## config.mk

```make
export PLATFORM = sky130hd
export DESIGN_NAME = carry_tree_sweeper_flat
export DESIGN_NICKNAME = d
export VERILOG_FILES = /design/src/rtl/carry_tree_sweeper_pkg.sv /design/src/rtl/carry_tree_sweeper_if.sv /design/src/rtl/carry_tree_sweeper_golden.sv /design/src/rtl/carry_tree_sweeper.sv /design/src/flat_wrapper.sv
export SDC_FILE = /design/constraint.sdc
export NUM_CORES = 1
export LEC_CHECK = 0
export ABC_AREA = 1
export CORE_ASPECT_RATIO = 1.75
export CORE_MARGIN = 8
export CORE_UTILIZATION = 53
export CTS_BUF_LIST = sky130_fd_sc_hd__clkbuf_8
export DETAILED_ROUTE_END_ITERATION = 7
export PLACE_DENSITY = 0.92
export SLEW_MARGIN = 0
export SYNTH_ARGS = -nofsm -noshare
export SYNTH_HDL_FRONTEND = slang
export SYNTH_SLANG_ARGS = --single-unit
```

## constraint.sdc

```tcl
create_clock -name clk -period 3.58 [get_ports clk]
set_input_delay 1.074 -clock clk [delete_from_list [all_inputs] [get_ports clk]]
set_output_delay 1.074 -clock clk [all_outputs]
set_load 0.02 [all_outputs]
```

## src/rtl/carry_tree_sweeper_pkg.sv

```systemverilog
`default_nettype none
// ============================================================================
//  Module      : carry_tree_pkg
//  Description : Shared types and constants for the carry-tree adder sweeper.
//  Revision    : 1.0 - initial release
// ============================================================================
package carry_tree_pkg;

    // Exhaustive sweep over {cin, b, a} for a 4-bit adder
    localparam int NUM_VEC    = 512;
    localparam int IDX_W      = 9;
    localparam int NUM_ADDERS = 3;

    // Adder slots; also the bit positions of ff_mask
    localparam int FF_KSA = 0;
    localparam int FF_BKA = 1;
    localparam int FF_SKA = 2;

    typedef enum logic [1:0] {
        IDLE = 2'd0,
        RUN  = 2'd1,
        DONE = 2'd2
    } state_e;

endpackage
`default_nettype wire

```

## src/rtl/carry_tree_sweeper_if.sv

```systemverilog
`default_nettype none
// ============================================================================
//  Module      : carry_tree_sweeper_if
//  Description : Control, operand, result and status bundle of the sweeper.
//                slave = sweeper side, master = controller/adder-bank side.
//  Revision    : 1.0 - initial release
// ============================================================================
interface carry_tree_sweeper_if
    import carry_tree_pkg::*;
#(
    parameter int WIDTH = 4,
    parameter int ERR_W = 10
);
    logic                  start;
    logic                  abort;
    logic [WIDTH-1:0]      a;
    logic [WIDTH-1:0]      b;
    logic                  cin;
    logic [WIDTH-1:0]      sum_ksa;
    logic [WIDTH-1:0]      sum_bka;
    logic [WIDTH-1:0]      sum_ska;
    logic                  cout_ksa;
    logic                  cout_bka;
    logic                  cout_ska;
    logic                  busy;
    logic                  done;
    logic                  pass;
    logic [ERR_W-1:0]      err_ksa;
    logic [ERR_W-1:0]      err_bka;
    logic [ERR_W-1:0]      err_ska;
    logic                  ff_valid;
    logic [IDX_W-1:0]      ff_vec;
    logic [NUM_ADDERS-1:0] ff_mask;

    modport master (
        output start, abort,
        output sum_ksa, sum_bka, sum_ska, cout_ksa, cout_bka, cout_ska,
        input  a, b, cin, busy, done, pass,
        input  err_ksa, err_bka, err_ska, ff_valid, ff_vec, ff_mask
    );

    modport slave (
        input  start, abort,
        input  sum_ksa, sum_bka, sum_ska, cout_ksa, cout_bka, cout_ska,
        output a, b, cin, busy, done, pass,
        output err_ksa, err_bka, err_ska, ff_valid, ff_vec, ff_mask
    );

endinterface
`default_nettype wire

```

## src/rtl/carry_tree_sweeper_golden.sv

```systemverilog
`default_nettype none
// ============================================================================
//  Module      : carry_tree_golden
//  Description : Combinational reference {cout,sum} = a + b + cin, computed
//                one bit wider than the operands so nothing is truncated.
//  Revision    : 1.0 - initial release
// ============================================================================
module carry_tree_golden #(
    parameter int WIDTH = 4
) (
    input  wire logic [WIDTH-1:0] a,
    input  wire logic [WIDTH-1:0] b,
    input  wire logic             cin,
    output logic      [WIDTH:0]   result
);

    // Zero-extend all terms so the carry-out lands in result[WIDTH]
    assign result = {1'b0, a} + {1'b0, b} + {{WIDTH{1'b0}}, cin};

endmodule
`default_nettype wire

```

## src/rtl/carry_tree_sweeper.sv

```systemverilog
`default_nettype none
// ============================================================================
//  Module      : carry_tree_sweeper
//  Description : Drives all 512 {cin,b,a} vectors into three carry-tree
//                adders, checks each result against a golden sum, and keeps
//                per-adder error counts plus the first failing vector.
//  Revision    : 1.0 - initial release
// ============================================================================
module carry_tree_sweeper
    import carry_tree_pkg::*;
#(
    parameter int WIDTH = 4,
    parameter int ERR_W = 10
) (
    input  wire logic        clk,
    input  wire logic        rst,
    carry_tree_sweeper_if.slave bus
);

    // The vector index layout {cin,b,a} only fits a 4-bit bank
    generate
        if (WIDTH != 4) begin : g_width_check
            $error("carry_tree_sweeper: WIDTH must be 4");
        end
    endgenerate

    state_e                state_q, state_d;
    // vec_q doubles as the operand register: it reads 0 outside RUN
    logic [IDX_W-1:0]      vec_q, vec_d;
    logic [ERR_W-1:0]      err_q [NUM_ADDERS];
    logic [ERR_W-1:0]      err_d [NUM_ADDERS];
    logic                  ff_valid_q, ff_valid_d;
    logic [IDX_W-1:0]      ff_vec_q, ff_vec_d;
    logic [NUM_ADDERS-1:0] ff_mask_q, ff_mask_d;

    logic [WIDTH:0]        gold;
    logic [WIDTH:0]        ret [NUM_ADDERS];
    logic [NUM_ADDERS-1:0] mism;
    logic                  all_zero;

    assign ret[FF_KSA] = {bus.cout_ksa, bus.sum_ksa};
    assign ret[FF_BKA] = {bus.cout_bka, bus.sum_bka};
    assign ret[FF_SKA] = {bus.cout_ska, bus.sum_ska};

    carry_tree_golden #(.WIDTH(WIDTH)) u_golden (
        .a      (vec_q[WIDTH-1:0]),
        .b      (vec_q[2*WIDTH-1:WIDTH]),
        .cin    (vec_q[2*WIDTH]),
        .result (gold)
    );

    // Per-adder mismatch: sum or carry-out differs from the golden result
    generate
        for (genvar i = 0; i < NUM_ADDERS; i++) begin : g_cmp
            assign mism[i] = (ret[i] != gold);
        end
    endgenerate

    // Next-state, index, counter and first-failure capture logic
    always_comb begin
        state_d    = state_q;
        vec_d      = vec_q;
        ff_valid_d = ff_valid_q;
        ff_vec_d   = ff_vec_q;
        ff_mask_d  = ff_mask_q;
        for (int i = 0; i < NUM_ADDERS; i++) begin
            err_d[i] = err_q[i];
        end

        case (state_q)
            IDLE, DONE: begin
                if (bus.start) begin
                    state_d    = RUN;
                    vec_d      = '0;
                    ff_valid_d = 1'b0;
                    ff_vec_d   = '0;
                    ff_mask_d  = '0;
                    for (int i = 0; i < NUM_ADDERS; i++) begin
                        err_d[i] = '0;
                    end
                end
            end
            RUN: begin
                if (bus.abort) begin
                    // Abort wins over the compare due at this edge
                    state_d = IDLE;
                    vec_d   = '0;
                end else begin
                    for (int i = 0; i < NUM_ADDERS; i++) begin
                        if (mism[i] && (err_q[i] != {ERR_W{1'b1}})) begin
                            err_d[i] = err_q[i] + ERR_W'(1);
                        end
                    end
                    if ((mism != '0) && !ff_valid_q) begin
                        ff_valid_d = 1'b1;
                        ff_vec_d   = vec_q;
                        ff_mask_d  = mism;
                    end
                    if (vec_q == IDX_W'(NUM_VEC - 1)) begin
                        state_d = DONE;
                        vec_d   = '0;
                    end else begin
                        vec_d = vec_q + IDX_W'(1);
                    end
                end
            end
            default: begin
                state_d = IDLE;
                vec_d   = '0;
            end
        endcase
    end

    // State and datapath registers, cleared asynchronously
    always_ff @(posedge clk or posedge rst) begin
        if (rst) begin
            state_q    <= IDLE;
            vec_q      <= '0;
            ff_valid_q <= 1'b0;
            ff_vec_q   <= '0;
            ff_mask_q  <= '0;
            for (int i = 0; i < NUM_ADDERS; i++) begin
                err_q[i] <= '0;
            end
        end else begin
            state_q    <= state_d;
            vec_q      <= vec_d;
            ff_valid_q <= ff_valid_d;
            ff_vec_q   <= ff_vec_d;
            ff_mask_q  <= ff_mask_d;
            for (int i = 0; i < NUM_ADDERS; i++) begin
                err_q[i] <= err_d[i];
            end
        end
    end

    // pass is only meaningful once the sweep has completed
    always_comb begin
        all_zero = 1'b1;
        for (int i = 0; i < NUM_ADDERS; i++) begin
            if (err_q[i] != '0) begin
                all_zero = 1'b0;
            end
        end
    end

    assign bus.a        = vec_q[WIDTH-1:0];
    assign bus.b        = vec_q[2*WIDTH-1:WIDTH];
    assign bus.cin      = vec_q[2*WIDTH];
    assign bus.busy     = (state_q == RUN);
    assign bus.done     = (state_q == DONE);
    assign bus.pass     = (state_q == DONE) && all_zero;
    assign bus.err_ksa  = err_q[FF_KSA];
    assign bus.err_bka  = err_q[FF_BKA];
    assign bus.err_ska  = err_q[FF_SKA];
    assign bus.ff_valid = ff_valid_q;
    assign bus.ff_vec   = ff_vec_q;
    assign bus.ff_mask  = ff_mask_q;

endmodule
`default_nettype wire

```

## src/flat_wrapper.sv

```systemverilog
// flat-port wrapper written by rule: the top's interface ports become plain ports
module carry_tree_sweeper_flat import carry_tree_pkg::*;
#(
    parameter int WIDTH = 4,
    parameter int ERR_W = 10
)
  (clk, rst, bus_start, bus_abort, bus_sum_ksa, bus_sum_bka, bus_sum_ska, bus_cout_ksa, bus_cout_bka, bus_cout_ska, bus_a, bus_b, bus_cin, bus_busy, bus_done, bus_pass, bus_err_ksa, bus_err_bka, bus_err_ska, bus_ff_valid, bus_ff_vec, bus_ff_mask);
  carry_tree_sweeper_if #(.WIDTH(WIDTH), .ERR_W(ERR_W)) bus_i ();
  input  wire logic clk;
  input  wire logic rst;
  input wire logic [$bits(bus_i.start)-1:0] bus_start;
  input wire logic [$bits(bus_i.abort)-1:0] bus_abort;
  input wire logic [$bits(bus_i.sum_ksa)-1:0] bus_sum_ksa;
  input wire logic [$bits(bus_i.sum_bka)-1:0] bus_sum_bka;
  input wire logic [$bits(bus_i.sum_ska)-1:0] bus_sum_ska;
  input wire logic [$bits(bus_i.cout_ksa)-1:0] bus_cout_ksa;
  input wire logic [$bits(bus_i.cout_bka)-1:0] bus_cout_bka;
  input wire logic [$bits(bus_i.cout_ska)-1:0] bus_cout_ska;
  output wire logic [$bits(bus_i.a)-1:0] bus_a;
  output wire logic [$bits(bus_i.b)-1:0] bus_b;
  output wire logic [$bits(bus_i.cin)-1:0] bus_cin;
  output wire logic [$bits(bus_i.busy)-1:0] bus_busy;
  output wire logic [$bits(bus_i.done)-1:0] bus_done;
  output wire logic [$bits(bus_i.pass)-1:0] bus_pass;
  output wire logic [$bits(bus_i.err_ksa)-1:0] bus_err_ksa;
  output wire logic [$bits(bus_i.err_bka)-1:0] bus_err_bka;
  output wire logic [$bits(bus_i.err_ska)-1:0] bus_err_ska;
  output wire logic [$bits(bus_i.ff_valid)-1:0] bus_ff_valid;
  output wire logic [$bits(bus_i.ff_vec)-1:0] bus_ff_vec;
  output wire logic [$bits(bus_i.ff_mask)-1:0] bus_ff_mask;
  assign bus_i.start = bus_start;
  assign bus_i.abort = bus_abort;
  assign bus_i.sum_ksa = bus_sum_ksa;
  assign bus_i.sum_bka = bus_sum_bka;
  assign bus_i.sum_ska = bus_sum_ska;
  assign bus_i.cout_ksa = bus_cout_ksa;
  assign bus_i.cout_bka = bus_cout_bka;
  assign bus_i.cout_ska = bus_cout_ska;
  assign bus_a = bus_i.a;
  assign bus_b = bus_i.b;
  assign bus_cin = bus_i.cin;
  assign bus_busy = bus_i.busy;
  assign bus_done = bus_i.done;
  assign bus_pass = bus_i.pass;
  assign bus_err_ksa = bus_i.err_ksa;
  assign bus_err_bka = bus_i.err_bka;
  assign bus_err_ska = bus_i.err_ska;
  assign bus_ff_valid = bus_i.ff_valid;
  assign bus_ff_vec = bus_i.ff_vec;
  assign bus_ff_mask = bus_i.ff_mask;
  carry_tree_sweeper #(.WIDTH(WIDTH), .ERR_W(ERR_W)) u_core (.clk(clk), .rst(rst), .bus(bus_i));
endmodule
```

==> impl_metrics.json, run 1 <==
{
  "status": "complete, no violations",
  "yosysSeqAreaShare_pct": 39.2,
  "portBuffers": 73,
  "core_area_mm2": 0.00639,
  "htreeDepth": 2,
  "synth_ff_type": "dfrtp_1",
  "rsz0062_at_grt": "false",
  "start_kind": "register",
  "cts_resized": 0,
  "slowest_stage": "dfrtp_1",
  "worst_pin_slew_ns": 0.620,
  "cpMostUsedCell": "nor4_1",
  "synth_area_mm2": 0.00345,
  "dp_hpwl_mm": 7.52,
  "r2r-end": "u_core.bus.ff_mask[2]",
  "final.period_utilization_pct": 85.3,
  "numCtsBuffers": 5,
  "yosys_warnings": 0,
  "hold_depth": 2,
  "cts_hold_buffers": 0,
  "arrival_ns": 1.98,
  "slew_viol_final": 0,
  "min_path_type": "register to register",
  "place_congestion": 0.957,
  "routed_wl_mm": 9.77,
  "ys_ff_latch": 54,
  "grt_max_degree": 29,
  "yosys-top-cells-area": "dfrtp_1 39%, nand2_1 11%, nand3_1 8.4%",
  "min_to": "u_core.bus.ff_vec[6]",
  "drive_above_1_share_pct": 9.47,
  "groute.usage.overall_pct": 21.0,
  "diodes": 0,
  "cts_setup_buffers": 0,
  "timing.rr.start": "u_core.vec_q[8]",
  "worst-endpoint-required_ns": 2.51,
  "rows": 39,
  "insertion_delay_ns": 0.33,
  "worstHoldStart": "u_core.bus.ff_vec[6]",
  "reg2reg_slack_ns": 0.62,
  "power_density_mw_per_mm2": 427,
  "route.detailed.drc": 0,
  "postSynthCellCount": 451,
  "clk_path_buf_depth": 2,
  "synth.most_common_cell": "nand2_1",
  "clockRootBuffer": "clkbuf_8",
  "die-area_mm2": 0.00945,
  "synth_cell_types": 31,
  "synth.avg_cell_area_um2": 7.65,
  "synth_edf_count": 0,
  "async_flop_share_pct": 100,
  "clkSinkCount": 54,
  "worstPathCellList": "nor4_1 > nand3_1 > nor4_1 > dlymetal6s2s_1",
  "grt_pass1_wl_mm": 16.0,
  "relSlewSlack_pct": 58.6,
  "setup_viol": 0,
  "yosys.area.top_type": "dfrtp_1",
  "start_util_pct": 54.0,
  "synth_top_area_share_pct": 39.2,
  "cts.clk_slew.worst_paths_ns": 0.10,
  "nNetsFinal": 559,
  "multi_input_area_mm2": 0.00184,
  "cp-end-kind": "output pin",
  "ios": 74,
  "final.setup_skew_ns": 0.0151,
  "worstRegToRegCells": 12,
  "grt_pass1_vias": 3453,
  "finalCriticalPeriod_ns": 3.05,
  "wl_per_cell_um": 16.0,
  "synth_nets": 483,
  "p_leak_nw": 1.96,
  "timing.setup.tns_ns": 0,
  "hold_viol": 0,
  "drt_iter0_drc": 263,
  "timing.fmax_mhz": 328,
  "gr-total-overflow": 0,
  "antenna_found_initial": 0,
  "cts_tree": "yes",
  "ant_nets": 0,
  "vias_per_cell": 5.65,
  "worstSetupPathType": "register to output pin",
  "dieWidth_um": 77.0,
  "drv_cap": 0,
  "critPathMaxFanout": 7,
  "irDropWorstVdd_v": 0.000363,
  "p_total_mw": 1.87,
  "max_stage_delay_ns": 0.48,
  "yosys-top-cells-count": "97 x nand2_1, 58 x nand3_1, 54 x dfrtp_1",
  "dieHeight_um": 123,
  "regArea_mm2": 0.00135,
  "fillers": 526,
  "dr.pass1.iters": 5,
  "vias": 3444,
  "syn_to_final_growth_pct": 26.7
}
critical path: cells and delay by family (launching register included):
kind                   cells  cell delay [ns]
and+or+nand+nor            3             0.88
DFF                        1             0.48
buffers and inverters      1             0.29
how the worst max path moves through the flow:
stage | slack [ns] | startpoint | to | depth (start not counted)
finish | 0.53 | u_core.bus.err_ksa[7] | bus_pass | 4
detailed placement | 0.47 | u_core.bus.err_ksa[7] | bus_pass | 4
global placement | 0.49 | u_core.bus.err_bka[0] | bus_pass | 7
global route | 0.37 | u_core.bus.err_bka[0] | bus_pass | 7
CTS | 0.09 | u_core.bus.err_ksa[7] | bus_pass | 4
floorplan | 0.80 | u_core.bus.err_bka[0] | bus_pass | 6
state kept, by name, indices dropped and copies added (netlist names):
| signal | count |
|---|---|
| u_core.bus.err_bka | 10 |
| u_core.bus.err_ksa | 10 |
| u_core.bus.err_ska | 10 |
| u_core.bus.ff_vec | 9 |
| u_core.vec_q | 9 |
| u_core.bus.ff_mask | 3 |
| u_core.state_q | 2 |
| u_core.bus.ff_valid | 1 |
final cells by class:
type / instances / share of cell area (%)
Timing Repair Buffer: 81 / 18.1
Inverter: 50 / 4.29
Clock inverter: 2 / 0.372
Multi-Input combinational cell: 335 / 42.0
Clock buffer: 6 / 1.89
Tap cell: 82 / 2.35
Sequential cell: 54 / 30.9
layout by cell type, fill, tap and decap left out, drive strengths merged:
master and n:
clkdlybuf4s50 72, nor3 16, nand4 16, o41ai 1, nor4 6, nand3b 4, inv 51, nand2 103
fa 2, a21oi 8, clkbuf 6, o21ai 32, nor3b 1, dfrtp 54, nor2 48, xor2 19
or2 1, buf 8, dlymetal6s2s 1, clkinvlp 1, ha 11, nand3 59, xnor2 8
metal layers:
metal / share of wire, % / vias to the layer above / track usage (%)
li1: - / 1641 / -
met1: 35 / 1611 / 20.0
met2: 55 / 153 / 39.6
met3: 5.6 / 39 / 4.62
met4: 4.9 / 0 / 13.2
met5: 0 / - / 0
cells by family after synthesis:
logic type,after synthesis,synth area share [%]
AO/OA/AOI/OAI,41,7.04
XOR/XNOR,27,6.86
adder cells (fa/ha/maj),13,5.15
buffers and inverters,62,7.54
flip-flops,54,39.2
AND/OR/NAND/NOR,254,34.2
power breakdown:
group / switching, mW / internal, mW / total, mW
Clock: 0.216 / 0.160 / 0.375
Combinational: 0.477 / 0.269 / 0.746
Sequential: 0.0733 / 0.672 / 0.745
through the flow:
step | cells | worst slack (ns) | hold WS (ns) | instance area [µm²] | util (%)
finish | 610 | 0.528 | 0.512 | 4370 | 68.4
floorplan | 451 | 0.802 | 0.547 | 3450 | -
CTS | 610 | 0.0934 | 0.514 | 4370 | 68.4
global route | 610 | 0.366 | 0.549 | 4370 | 68.4
detailed placement | 602 | 0.470 | 0.490 | 4270 | 66.8
global placement | 602 | 0.487 | 0.483 | 4270 | 66.8
(Power assumes the default switching activity.)
==> run 2, diff against run 1 <==
--- a/config.mk
+++ b/config.mk
@@ -5,13 +5,12 @@
 export SDC_FILE = /design/constraint.sdc
 export NUM_CORES = 1
 export LEC_CHECK = 0
-export ABC_AREA = 1
 export CORE_ASPECT_RATIO = 1.75
 export CORE_MARGIN = 8
-export CORE_UTILIZATION = 53
+export CORE_UTILIZATION = 52
 export CTS_BUF_LIST = sky130_fd_sc_hd__clkbuf_8
 export DETAILED_ROUTE_END_ITERATION = 7
-export PLACE_DENSITY = 0.92
+export PLACE_DENSITY = 0.91
 export SLEW_MARGIN = 0
 export SYNTH_ARGS = -nofsm -noshare
 export SYNTH_HDL_FRONTEND = slang
==> impl_metrics.json, run 2 <==
{
  "synth_cell_types": 47,
  "dieWidth_um": 75.7,
  "dieHeight_um": 120,
  "worst-endpoint-required_ns": 2.51,
  "power_density_mw_per_mm2": 358,
  "route.detailed.drc": 0,
  "wl_met2_mm": 4.92,
  "arrival_ns": 2.34,
  "setup_viol": 0,
  "p_total_mw": 1.50,
  "synth_edf_count": 0,
  "timing.rr.start": "u_core.vec_q[8]",
  "drv_cap": 0,
  "grt_pass1_vias": 3110,
  "synth_area_mm2": 0.00324,
  "drive_above_1_share_pct": 9.22,
  "yosysSeqAreaShare_pct": 41.7,
  "dr.pass1.iters": 4,
  "cts_hold_buffers": 0,
  "groute.usage.overall_pct": 21.1,
  "synth_nets": 376,
  "critPathMaxFanout": 6,
  "ios": 74,
  "slew_viol_final": 0,
  "dp_hpwl_mm": 7.00,
  "grt_max_degree": 25,
  "start_util_pct": 52.9,
  "synth_top_area_share_pct": 41.7,
  "rows": 38,
  "wl_per_cell_um": 18.0,
  "timing.fmax_mhz": 293,
  "core_area_mm2": 0.00613,
  "finalCriticalPeriod_ns": 3.42,
  "setup.worst_path.start": "u_core.bus.err_ksa[0]",
  "ys_ff_latch": 54,
  "p_sw_share_pct": 33.7,
  "insertion_delay_ns": 0.31,
  "combPwrFrac_pct": 30.4,
  "htreeDepth": 2,
  "postSynthCellCount": 344,
  "cts_tree": "yes",
  "die-area_mm2": 0.00912,
  "timing.setup.tns_ns": 0,
  "holdWs_ns": 0.548,
  "p_switching_mw": 0.505,
  "synth_ff_type": "dfrtp_1",
  "syn_to_final_growth_pct": 29.2,
  "hold_viol": 0,
  "p_leak_nw": 1.88,
  "ant_nets": 0,
  "worstHoldStart": "u_core.bus.ff_vec[1]",
  "drt_iter0_drc": 206,
  "yosys_warnings": 0,
  "worst_pin_slew_ns": 0.944,
  "final.period_utilization_pct": 95.5,
  "synth.most_common_cell": "dfrtp_1",
  "nNetsFinal": 454,
  "fillers": 458,
  "wl_met1_mm": 3.46,
  "rsz0062_at_grt": "false",
  "topRoutingLayerUsed": "met4",
  "synth.avg_cell_area_um2": 9.43,
  "yosys-top-cells-count": "54 x dfrtp_1, 43 x nand2_1, 28 x nor2_1",
  "irDropWorstVdd_v": 0.000208,
  "cp-end-kind": "output pin",
  "p_int_mw": 0.995,
  "wl_met3_um": 404,
  "grt_pass1_wl_mm": 14.9,
  "clockRootBuffer": "clkbuf_8",
  "vias_per_cell": 5.86,
  "vias": 2947,
  "place_congestion": 0.859,
  "p_clk_share_pct": 22.5,
  "worstSetupPathType": "register to output pin",
  "clkSinkCount": 54,
  "yosys.area.top_type": "dfrtp_1",
  "antenna_found_initial": 0,
  "layout_commonest_cell": "clkdlybuf4s50_1",
  "diodes": 0,
  "gr-total-overflow": 0,
  "yosys-top-cells-area": "dfrtp_1 42%, nand2_1 5.0%, xnor2_1 4.6%",
  "final.setup_skew_ns": 0.0120,
  "numCtsBuffers": 5,
  "relSlewSlack_pct": 37.1,
  "seq_power_share_pct": 47.0,
  "cts.clk_slew.worst_paths_ns": 0.10,
  "min_path_type": "register to register",
  "portBuffers": 73,
  "async_flop_share_pct": 100,
  "status": "complete, no violations",
  "clk_path_buf_depth": 2,
  "start_kind": "register",
  "final_cell_mix": "73 x clkdlybuf4s50_1, 54 x dfrtp_1, 43 x nand2_1",
  "routed_wl_mm": 9.07
}
run 2: cell count changes in the layout (fill, tap and decap cells not counted), moves of 10 or more:
cell and delta:
o21ai_1 -13, mux2i_1 +13, nor2_1 -13, nand3_1 -46, inv_1 -14, nor3_1 -10, nand2_1 -54, xor2_1 -19
run 2: critical path, cell delays in order, from the launching register on:
cell and delay [ns]:
dfrtp_1 0.45, inv_1 0.08, ha_1 0.19, nor4b_2 0.26, nand4_1 0.13, nor3_1 0.26, clkdlybuf4s50_1 0.65
run 2: worst paths after layout:
check	end	slack [ns]	cells past startpoint
max in group asynchronous	u_core.bus.err_ksa[2]	1.97	3
setup reg to reg	u_core.bus.ff_vec[4]	0.30	9
min in group asynchronous	u_core.bus.err_ska[2]	0.99	2
hold reg to reg	u_core.bus.ff_vec[1]	0.55	2
setup / recovery	bus_pass	0.16	6
hold / removal	u_core.bus.ff_vec[1]	0.55	2
run 2: power groups by stage:
stage	clock network (mW)	registers, mW	logic [mW]
after floorplan	0	0.756	0.215
after global placement	0	0.716	0.442
after detailed placement	0	0.718	0.454
after CTS	0.340	0.706	0.456
after global routing	0.368	0.714	0.493
final	0.338	0.706	0.457
run 2: per-stage QoR:
stage | std cells | cell area (µm²) | util [%] | setup WS (ns)
after global routing | 503 | 4190 | 68.3 | 0.0338
after CTS | 503 | 4180 | 68.2 | 0.113
after global placement | 495 | 4100 | 66.8 | 0.471
after floorplan | 344 | 3240 | - | 0.613
final | 503 | 4190 | 68.3 | 0.161
after detailed placement | 495 | 4100 | 66.8 | 0.372
run 2: cell type report:
| cell class | count | area, µm² | share of cell area (%) |
|---|---|---|---|
| repair buffers | 84 | 813 | 19.4 |
| flip-flops and latches | 54 | 1350 | 32.3 |
| clock buffers | 5 | 68.8 | 1.64 |
| inverters | 26 | 97.6 | 2.33 |
| multi-input cells | 251 | 1740 | 41.5 |
| clock inverters | 3 | 17.5 | 0.418 |
| well taps | 80 | 100 | 2.39 |
run 2: repair_timing:
| item | 4_1_cts | 5_1_grt |
|---|---|---|
| endpoints found under the hold margin | 0 | 0 |
| endpoints found under the setup margin | 0 | 1 |
| gates resized for setup | 0 | 1 |
| setup buffers | 0 | 0 |
run 2: cells by family after synthesis:
logic type               synth area share (%)
flip-flops                               41.7
XOR/XNOR                                 7.18
multiplexers                             4.01
AND/OR/NAND/NOR                          20.5
buffers and inverters                    4.86
AO/OA/AOI/OAI                            16.3
adder cells (fa/ha/maj)                  5.48
run 2: routing by layer:
layer / global-route usage [%] / vias up
met5: 0 / -
met4: 9.69 / 0
met3: 2.65 / 21
met2: 37.4 / 101
met1: 23.7 / 1452
li1: - / 1373
==> run 3, diff against run 2 <==
--- a/config.mk
+++ b/config.mk
@@ -5,13 +5,14 @@
 export SDC_FILE = /design/constraint.sdc
 export NUM_CORES = 1
 export LEC_CHECK = 0
+export ABC_CLOCK_PERIOD_IN_PS = 3580
 export CORE_ASPECT_RATIO = 1.75
 export CORE_MARGIN = 8
 export CORE_UTILIZATION = 52
 export CTS_BUF_LIST = sky130_fd_sc_hd__clkbuf_8
 export DETAILED_ROUTE_END_ITERATION = 7
 export PLACE_DENSITY = 0.91
-export SLEW_MARGIN = 0
+export SLEW_MARGIN = 20
 export SYNTH_ARGS = -nofsm -noshare
 export SYNTH_HDL_FRONTEND = slang
 export SYNTH_SLANG_ARGS = --single-unit
==> results of run 3 <==
Final layout, timing and power as in run 2 (identical DEF).
==> edit 1 (flow settings as in run 2) <==
Reset style: synchronous (`rst`), changed in one clocked block. Comments in the files are not updated.
--- a/src/rtl/carry_tree_sweeper.sv
+++ b/src/rtl/carry_tree_sweeper.sv
@@ -114,3 +114,3 @@
     // State and datapath registers, cleared asynchronously
-    always_ff @(posedge clk or posedge rst) begin
+    always_ff @(posedge clk) begin
         if (rst) begin
Check against the original RTL: differs if rst is asserted again (counterexample within 4 cycles, from zero or initial values and one cycle with rst high); with rst held inactive, the same outputs for 4 cycles.
==> edit 1 against run 2 <==
- cell area decreased by 7.3%
- routed wire length decreased by 4.0%
- core utilization increased by 1.8 points
- sequential cell count unchanged
- area after synthesis decreased by 8.5%
- global-route usage decreased by 0.29 points
- first-iteration DRC count increased by 14%
- worst setup slack improved by 0.072 ns
- worst hold slack got worse by 0.039 ns
- critical path type unchanged
- critical endpoint unchanged
- highest routed layer unchanged
Power is not compared: it rests on default switching activity, and its combinational part moved more than twofold at a synthesized area within 25%.
==> edit 1: results (changes against run 2) <==
| Metric | Value |
|---|---|
| Status | `finished clean` |
| Layout area overhead | `31.0%` |
| Grt met3 use | `4.59% (+1.9 points)` |
| Share of layout cells above drive strength 1 | `7.99% (-1.2 points)` |
| Via Count | `3017 (+2.4%)` |
| Nets | `445 (-2.0%)` |
| Dpl cell area | `0.00380 mm2 (-7.1%)` |
| Cells after Synth | `334 (-2.9%)` |
| Met1 Usage GRT | `19.8% (-3.9 points)` |
| First drt pass iteration count | `5 (+1)` |
| Met2 Track Usage GR | `39.0% (+1.6 points)` |
| Worst hold slack | `0.509 ns (-0.0388 ns)` |
| Reg2Reg Setup Slack | `0.39 ns (+0.09 ns)` |
| Place WS | `0.412 ns (+0.0401 ns)` |
| Layout Skew | `0.00704 ns (-0.00494 ns)` |
| Primary FF master, synth | `dfxtp_1` |
| Area contributors post-synth | `dfxtp_1 36%, ha_1 4.6%, a32o_1 4.0%` |
| Hold EP | `u_core.bus.ff_vec[7]` |
| Worst hold path startpoint | `u_core.bus.ff_vec[7]` |
| Relative slew margins | `37.8% (+0.71 points)` |
| DIE AREA | `0.00847 mm2 (-7.1%)` |
| FF-to-FF End | `u_core.err_q[0][24]` |
| WHS Path Cells | `1 (-1)` |
| Yosys cell types | `53 (+13%)` |
| Post-synthesis mux area share | `1.69% (-2.3 points)` |
| Register area share after synthesis | `36.4% (-5.2 points)` |
| Final Non-Filler Cells | `489 (-2.8%)` |
| Startpoint of the worst register-to-register path | `u_core.vec_q[8]` |
| Post-synth ARST share | `0% (-100 points)` |
| Routed length per instance | `17.8 um (-1.3%)` |
edit 1: changes by cell type after synthesis, sizes merged, moves of 10 or more:
| cell | run 2 | this run |
|---|---|---|
| dfrtp | 54 | 0 |
| dfxtp | 0 | 54 |
| nand2 | 44 | 29 |
| inv | 26 | 13 |
| nand3 | 12 | 22 |
edit 1: per-layer routing:
metal,vias up,part of all wire (%)
li1,1400,-
met2,134,54
met3,29,6.8
met4,0,4.2
met1,1454,35
met5,-,0
edit 1: layout make-up:
| class | count | area share, % |
|---|---|---|
| inverter | 13 | 1.26 |
| clock buffer | 5 | 1.77 |
| timing repair buffer | 82 | 20.5 |
| clock inverter | 2 | 0.290 |
| sequential | 54 | 27.8 |
| tap | 76 | 2.45 |
| multi-input combinational | 257 | 45.9 |
edit 1: power breakdown:
part	total, uW	switching (uW)	internal [uW]	leakage [uW]
combinational	160	89.4	70.7	0.000872
sequential	614	7.89	606	0.000436
clock	324	192	132	0.0000414
==> edit 2 (settings of run 2) <==
Without the edit above. `ERR_W` is set to 10 in 3 places; all go to 14.
--- a/src/rtl/carry_tree_sweeper_if.sv
+++ b/src/rtl/carry_tree_sweeper_if.sv
@@ -11,3 +11,3 @@
     parameter int WIDTH = 4,
-    parameter int ERR_W = 10
+    parameter int ERR_W = 14
 );
--- a/src/rtl/carry_tree_sweeper.sv
+++ b/src/rtl/carry_tree_sweeper.sv
@@ -12,3 +12,3 @@
     parameter int WIDTH = 4,
-    parameter int ERR_W = 10
+    parameter int ERR_W = 14
 ) (
--- a/src/flat_wrapper.sv
+++ b/src/flat_wrapper.sv
@@ -4,3 +4,3 @@
     parameter int WIDTH = 4,
-    parameter int ERR_W = 10
+    parameter int ERR_W = 14
 )
Ports: changed (resized bus_err_bka, bus_err_ksa and bus_err_ska); port bits go from 74 to 86. No check against the original RTL was run, so the function may have changed too.
==> edit 2 against run 2 <==
- area after synthesis grew 21%
- count of clock-buffer cells in the layout grew 7
- sequential cell count grew 12
- worst setup slack gained 0.20 ns
- cell area grew 21%
- power grew 32%
- die area grew 17%
- routed wire length grew 20%
- critical path type is now reg -> reg
- first-iteration DRC count grew 60%
==> edit 2: results (changes against run 2) <==
| Metric | Value |
|---|---|
| Status | `finished clean` |
| Non-clock buffering overhead | `18.3% (-1.1 points)` |
| First-pass GRT wire length | `17.7 mm (+19%)` |
| R2R depth | `8 (-1)` |
| Inverters, non-clock | `14 (-46%)` |
| Initial antenna violation count | `0 (unchanged)` |
| Clk Latency, worst-skew pair | `0.36 ns (+0.05 ns)` |
| Setup crit end | `u_core.bus.ff_vec[3]` |
| Clock Tree Buf Depth | `2 (unchanged)` |
| Pin count of the biggest net entering global routing | `67 (+170%)` |
| Register clock-pin slew on the reported worst setup and hold paths | `0.06 ns (-0.04 ns)` |
| Hpwl dp | `7.89 mm (+13%)` |
| Nets | `527 (+16%)` |
| Place WS | `0.289 ns (-0.0835 ns)` |
| Area contributors post-synth | `dfrtp_1 42%, nand2_1 4.1%, a21oi_1 3.7%` |
| Int Pwr | `1370 uW (+37%)` |
| First drt pass iteration count | `5 (+1)` |
| Final Util | `67.9% (-0.41 points)` |
| Yosys top cell area share | `42.1% (+0.45 points)` |
| Clk tree area frac | `4.03% (+2.0 points)` |
| H-Tree Level Count | `3 (+1)` |
| Total GRT Usage | `21.2% (+0.16 points)` |
| P per Cell Area | `391 mW/mm2 (+9.1%)` |
| Register area share after synthesis | `42.1% (+0.45 points)` |
| Hold WC Path Type | `reg -> reg` |
| Number of fill cells | `569 (+24%)` |
| Layout clock buffers | `12 (+7)` |
| Share of layout cells above drive strength 1 | `9.62% (+0.40 points)` |
| Reg2Reg Setup Slack | `0.36 ns (+0.06 ns)` |
| Dpl cell area | `0.00486 mm2 (+19%)` |
| Fraction of area in multi-input gates | `41.9% (+0.34 points)` |
| Time the worst path needs with I/O delays and setup | `3.22 ns (-0.196 ns)` |
| Static leakage | `0.00219 uW (+17%)` |
| Worst hold path startpoint | `u_core.bus.ff_vec[6]` |
| RD Place Congestion | `0.856 (-0.37%)` |
| #MultiIn Comb | `311 (+24%)` |
| Port-buffer cells | `85 (+16%)` |
| Layout Skew | `0.00960 ns (-0.00238 ns)` |
| Vias in the first global route | `3642 (+17%)` |
| Relative slew margins | `53.0% (+16 points)` |
| Routed length per instance | `18.5 um (+2.8%)` |
| Crit path arrival time | `3.51 ns (+1.17 ns)` |
| Max FO, Critical Path | `12 (+6)` |
| Via density | `6.27 (+7.1%)` |
| WHS Path Cells | `1 (-1)` |
| Hold EP | `u_core.bus.ff_vec[6]` |
| Post-synth ARST share | `100% (unchanged)` |
| Worst VDD drop | `0.000406 V (+95%)` |
| DRC | `0 (unchanged)` |
| Post-Syn Nets | `441 (+17%)` |
| Register area | `0.00165 mm2 (+22%)` |
| Synth cell count leaders | `66 x dfrtp_1, 43 x nand2_1, 34 x nor2_1` |
| Layout buffer count excluding clock buffers | `93 (+11%)` |
| Root buf cell | `clkbuf_8` |
| Num sequential | `66 (+22%)` |
| DRT iter0 DRCs | `330 (+60%)` |
| Crit path from | `u_core.vec_q[4]` |
| Yosys cell types | `52 (+11%)` |
| Total CTS buffers | `9 (+4)` |
## edit 2: cell types whose count changed after synthesis, sizes merged, moves of 6 or more
cell   change
dfrtp     +12
or4        +7
a21oi     +12
inv       -12
nor2       +6
o21ai      +7
mux2i      -6
o31ai      +6
a32o      +10
## edit 2: metrics by stage
step / hold slack (ns) / instances / power [uW]
2_1_floorplan: 0.568 / 409 / 1160
3_3_place_gp: 0.511 / 572 / 1330
3_5_place_dp: 0.515 / 572 / 1340
4_1_cts: 0.529 / 587 / 1990
5_1_grt: 0.548 / 587 / 2070
6_report: 0.532 / 587 / 1980
## edit 2: cells by family after synthesis
kind of cell / after synthesis / share of synthesized area [%]
mux: 7 / 1.79
flops: 66 / 42.1
fa+ha+maj: 13 / 4.53
buf+inv: 32 / 3.83
compound gates: 102 / 18.8
xor+xnor: 19 / 5.49
simple gates: 170 / 23.5
## edit 2: layer usage
layer | up-vias | track usage (%) | wire, um
met2 | 177 | 35.8 | 5630
met5 | - | 0 | 0
met1 | 1790 | 24.0 | 4080
li1 | 1693 | - | -
met4 | 0 | 10.7 | 324
met3 | 23 | 5.34 | 852
## edit 2: worst max-delay path: stages, from the launching register on
cell and delay [ns]:
dfrtp_1 0.47, fa_1 0.47, fa_1 0.45, xnor2_2 0.28, xnor2_1 0.14, nor4_4 0.45, nand2_2 0.17, o31ai_4 0.47
a32o_1 0.25
## edit 2: timing repair
action / CTS / global route
setup endpoints to repair: 0 / 1
hold buffers: 0 / 0
buffers inserted: 0 / 0
gates resized for setup: 0 / 1
hold endpoints to repair: 0 / 0
## edit 2: power by group through the flow
stage	Combinational [uW]	Clock, uW	Sequential [uW]
2_1_floorplan	261	0	896
3_3_place_gp	473	0	858
3_5_place_dp	485	0	859
4_1_cts	488	655	846
5_1_grt	530	689	855
6_report	488	643	847
